===== config.mk =====
export PLATFORM = sky130hd
export DESIGN_NAME = regwb_arbiter
export DESIGN_NICKNAME = d
export VERILOG_FILES = /design/src/rtl/regwb_arbiter.sv
export SDC_FILE = /design/constraint.sdc
export NUM_CORES = 1
export LEC_CHECK = 0
export CAP_MARGIN = 20
export CORE_UTILIZATION = 40
export DETAILED_ROUTE_END_ITERATION = 8
export PLACE_DENSITY = 0.84
export SLEW_MARGIN = 20
export SYNTH_ARGS = -nofsm -noshare
export SYNTH_HDL_FRONTEND = slang
export SYNTH_SLANG_ARGS = --single-unit

===== constraint.sdc =====
create_clock -name clk -period 2.7 [get_ports clk]
set_input_delay 0.54 -clock clk [delete_from_list [all_inputs] [get_ports clk]]
set_output_delay 0.54 -clock clk [all_outputs]
set_load 0.02 [all_outputs]

===== src/rtl/regwb_arbiter.sv =====
`default_nettype none
// ============================================================================
// Module      : regwb_arbiter
// Description : Two-requester register-file writeback arbiter with alternating
//               priority, one-cycle registered write port and r0 write drop.
// Revision    : 1.0
// ============================================================================
module regwb_arbiter #(
    parameter logic PRIO_RESET = 1'b0
) (
    input  logic        clk,
    input  logic        rst_n,
    input  logic        stall,
    input  logic        a_valid,
    input  logic [3:0]  a_addr,
    input  logic [15:0] a_data,
    output logic        a_ready,
    input  logic        b_valid,
    input  logic [3:0]  b_addr,
    input  logic [15:0] b_data,
    output logic        b_ready,
    output logic        we3,
    output logic [3:0]  wa3,
    output logic [15:0] wd3,
    output logic        grant_b
);

    logic        r_prio;
    logic        r_we3;
    logic [3:0]  r_wa3;
    logic [15:0] r_wd3;
    logic        r_grant_b;

    logic        w_open;
    logic        w_a_ready;
    logic        w_b_ready;

    // A side loses a tie only when priority points at B, and vice versa.
    assign w_open    = rst_n & ~stall;
    assign w_a_ready = w_open & a_valid & (~b_valid | ~r_prio);
    assign w_b_ready = w_open & b_valid & (~a_valid |  r_prio);

    always_ff @(posedge clk) begin
        if (!rst_n) begin
            r_prio    <= PRIO_RESET;
            r_we3     <= 1'b0;
            r_wa3     <= 4'd0;
            r_wd3     <= 16'd0;
            r_grant_b <= 1'b0;
        end else begin
            r_we3 <= 1'b0;
            if (w_a_ready) begin
                // r0 is hardwired to zero: the request is consumed but not written.
                r_we3     <= (a_addr != 4'd0);
                r_wa3     <= a_addr;
                r_wd3     <= a_data;
                r_grant_b <= 1'b0;
                r_prio    <= 1'b1;
            end else if (w_b_ready) begin
                r_we3     <= (b_addr != 4'd0);
                r_wa3     <= b_addr;
                r_wd3     <= b_data;
                r_grant_b <= 1'b1;
                r_prio    <= 1'b0;
            end
        end
    end

    assign a_ready = w_a_ready;
    assign b_ready = w_b_ready;
    assign we3     = r_we3;
    assign wa3     = r_wa3;
    assign wd3     = r_wd3;
    assign grant_b = r_grant_b;

endmodule
`default_nettype wire

==> reports/metrics.json <==
{
  "result_of_the_run": {"value": "finished, final reports clean"},
  "die_height": {"value": 56.2, "unit": "µm"},
  "part_of_the_cycle_the_worst_path_needs": {"value": 96.8, "unit": "%"},
  "grt_start_max_net_pins": {"value": 26},
  "drt-vias-per-instance": {"value": 6.02},
  "place_hpwl": {"value": 2850, "unit": "µm"},
  "cp_arrival": {"value": 2.07, "unit": "ns"},
  "tritoncts": {"value": "yes"},
  "grt_setup_unrepaired": {"value": "false"},
  "design.die.area": {"value": 3160, "unit": "µm²"},
  "total_leakage_power": {"value": 0.641, "unit": "nW"},
  "grt_pass1_vias": {"value": 1445},
  "critical_path.reg2reg.startpoint": {"value": "r_prio"},
  "grt_util_met1": {"value": 30.1, "unit": "%"},
  "gr-usage-all-layers": {"value": 26.1, "unit": "%"},
  "initialDrtViolationCount": {"value": 44},
  "cts.root.buffer_cell": {"value": "sky130_fd_sc_hd__clkbuf_4"},
  "place_ws": {"value": 0.0754, "unit": "ns"},
  "synth.area.top_cells": {"value": "sky130_fd_sc_hd__dfxtp_1 39%, sky130_fd_sc_hd__a311oi_1 13%, sky130_fd_sc_hd__nand3_1 8.5%"},
  "areaGrowthSynthToFinish": {"value": 59.3, "unit": "%"},
  "period_minus_slack": {"value": 2.61, "unit": "ns"},
  "std_cell_rows": {"value": 19},
  "timing_worst_slew_pin_value": {"value": 0.719, "unit": "ns"},
  "num_vias": {"value": 1397},
  "path_max_fanout": {"value": 4},
  "antenna_found_initial": {"value": 0},
  "clock_sink_count": {"value": 23},
  "reg2reg_to": {"value": "wd3[8]"},
  "post_cts_resize_count": {"value": 0},
  "drc_errors": {"value": 0},
  "power_per_cell_area": {"value": 413, "unit": "nW/µm²"},
  "endpoint_kind": {"value": "output port"},
  "yosys.area.top_type_share": {"value": 39.1, "unit": "%"},
  "setup_violations": {"value": 0},
  "floorplan.die.width": {"value": 56.2, "unit": "µm"},
  "grt.overflow.total": {"value": 0},
  "cts-buffers-inserted": {"value": 3},
  "synth.distinct_cells": {"value": 24},
  "drt_wl_total": {"value": 3860, "unit": "µm"},
  "post_cts_hold_buffer_count": {"value": 0},
  "post_route_setup_tns": {"value": 0, "unit": "ns"},
  "ios": {"value": 69},
  "syn_area": {"value": 1180, "unit": "µm²"},
  "num_antenna_cells": {"value": 0},
  "final_net_count": {"value": 247},
  "syn_nets": {"value": 183},
  "critPathLaunchType": {"value": "primary input"},
  "cap_violations": {"value": 0},
  "max_slew_margin": {"value": 52.0, "unit": "%"},
  "min_delay_endpoint": {"value": "wa3[3]"},
  "clk_path_buf_depth": {"value": 2},
  "timing.clock.skew": {"value": 0.00421, "unit": "ns"},
  "syn-mean-instance-area": {"value": 8.52, "unit": "µm²"},
  "timing.final.max_slew_violations": {"value": 0},
  "synth-seq-area-share": {"value": 39.1, "unit": "%"},
  "busiest_layer": {"value": "met2"},
  "firstDrtPassIters": {"value": 4},
  "setup_ws": {"value": 0.0859, "unit": "ns"},
  "mostFrequentLayoutCells": {"value": "68 x sky130_fd_sc_hd__clkdlybuf4s50_1, 23 x sky130_fd_sc_hd__dfxtp_1, 20 x sky130_fd_sc_hd__nand3_1, 20 x sky130_fd_sc_hd__o21ai_0"},
  "clkSlewWorstSetupHoldPaths": {"value": 0.12, "unit": "ns"},
  "highest_clock_frequency_the_design_can_meet": {"value": 0.383, "unit": "GHz"},
  "grt_util_met2": {"value": 46.6, "unit": "%"},
  "grtUsageMet3": {"value": 4.42, "unit": "%"},
  "synth.ff_latch_count": {"value": 23},
  "most_frequent_standard_cell_in_the_layout_excluding_fill_and_tap_cells": {"value": "sky130_fd_sc_hd__clkdlybuf4s50_1"},
  "routed_wire_length_per_instance": {"value": 16.7, "unit": "µm"},
  "initial_core_util": {"value": 42.3, "unit": "%"},
  "worst_skew_late_latency": {"value": 0.31, "unit": "ns"},
  "timing.hold.worst.class": {"value": "reg2reg"},
  "number_of_warning_messages_in_the_yosys_log": {"value": 0},
  "place_congestion": {"value": 0.787},
  "post_cts.repair.setup_buffers": {"value": 0},
  "criticalPathCategory": {"value": "in2out"},
  "htree_num_levels": {"value": 1},
  "hold_violation_count_in_the_final_report": {"value": 0},
  "core_region_area": {"value": 2780, "unit": "µm²"},
  "reg2regPathDepth": {"value": 4},
  "final_antenna_net_count": {"value": 0},
  "hold-worst-slack": {"value": 0.521, "unit": "ns"},
  "hold_path_depth": {"value": 2},
  "r2r_setup_slack": {"value": 1.37, "unit": "ns"},
  "i_o_buffers": {"value": 68},
  "worst_hold_startpoint": {"value": "wa3[3]"},
  "syn_inst": {"value": 138},
  "critical_path_required": {"value": 2.16, "unit": "ns"},
  "fin_area": {"value": 1870, "unit": "µm²"},
  "vdd.ir_drop.worst": {"value": 314, "unit": "µV"},
  "total_placed_instance_area": {"value": 1850, "unit": "µm²"},
  "grt_first_pass_wirelength": {"value": 6530, "unit": "µm"},
  "synthDominantAreaCellType": {"value": "sky130_fd_sc_hd__dfxtp_1"},
  "share_of_post_route_cells_with_drive_strength_above_1": {"value": 7.46, "unit": "%"}
}
==> per-layer routing <==
layer	wire, µm	vias up	part of all wire [%]
li1	-	660	-
met1	1480	650	38
met2	2040	73	53
met3	214	14	5.5
met4	129	0	3.3
met5	0	-	0
==> worst max-delay path, cell delays in order <==
cell	delay, ns
sky130_fd_sc_hd__clkdlybuf4s50_1	0.48
sky130_fd_sc_hd__nor2b_2	0.22
sky130_fd_sc_hd__and3_1	0.22
sky130_fd_sc_hd__clkdlybuf4s50_1	0.61
==> worst max-delay path by stage <==
stage | from | to | cells after the start
global route | rst_n | b_ready | 4
CTS | rst_n | b_ready | 4
detailed placement | rst_n | b_ready | 4
finish | rst_n | b_ready | 4
floorplan | b_valid | a_ready | 5
global placement | rst_n | b_ready | 4
==> per-stage QoR <==
step	cells	utilization, %	power (mW)
floorplan	138	-	0.492
global placement	228	66.4	0.608
detailed placement	228	66.4	0.617
CTS	232	67.3	0.776
global route	232	67.3	0.810
finish	232	67.3	0.773
==> state kept, by name, summed over array words and instances (netlist names) <==
signal   flops
grant_b      1
r_prio       1
wd3         16
wa3          4
we3          1
==> synth_stat cells <==
| cell type | n |
|---|---|
| sky130_fd_sc_hd__o2bb2ai_1 | 1 |
| sky130_fd_sc_hd__a31oi_1 | 3 |
| sky130_fd_sc_hd__a21bo_4 | 1 |
| sky130_fd_sc_hd__nand2b_1 | 2 |
| sky130_fd_sc_hd__buf_2 | 5 |
| sky130_fd_sc_hd__nor4_1 | 1 |
| sky130_fd_sc_hd__and3_1 | 1 |
| sky130_fd_sc_hd__buf_6 | 3 |
| sky130_fd_sc_hd__nor2b_1 | 1 |
| sky130_fd_sc_hd__o211a_1 | 1 |
| sky130_fd_sc_hd__clkbuf_1 | 4 |
| sky130_fd_sc_hd__buf_4 | 4 |
| sky130_fd_sc_hd__inv_1 | 3 |
| sky130_fd_sc_hd__dfxtp_1 | 23 |
| sky130_fd_sc_hd__o21ai_0 | 20 |
| sky130_fd_sc_hd__nand3_1 | 20 |
| sky130_fd_sc_hd__nand2_1 | 1 |
| sky130_fd_sc_hd__or2_1 | 1 |
| sky130_fd_sc_hd__or4_1 | 1 |
| sky130_fd_sc_hd__nor2_2 | 2 |
| sky130_fd_sc_hd__a21oi_1 | 18 |
| sky130_fd_sc_hd__a21boi_4 | 1 |
| sky130_fd_sc_hd__nand4_1 | 3 |
| sky130_fd_sc_hd__a311oi_1 | 18 |
==> layout make-up <==
class / count / area, µm²
Inverter: 3 / 11.3
Multi-Input combinational cell: 96 / 603
Tap cell: 31 / 38.8
Fill cell: 249 / 908
Clock buffer: 4 / 26.3
Timing Repair Buffer: 75 / 733
Sequential cell: 23 / 460
==> logic make-up (layout without fill, tap and decap cells) <==
kind of cell / count (synthesis) / after routing / share of synthesized area [%]
compound gates: 63 / 63 / 35.7
simple gates: 33 / 33 / 15.3
flops: 23 / 23 / 39.1
buf+inv: 19 / 82 / 9.79
==> report_power, final <==
| part | internal (mW) | switching, mW |
|---|---|---|
| Combinational | 0.126 | 0.111 |
| Sequential | 0.361 | 0.0127 |
| Clock | 0.0577 | 0.105 |
| Total | 0.545 | 0.228 |
(Power assumes the default switching activity.)
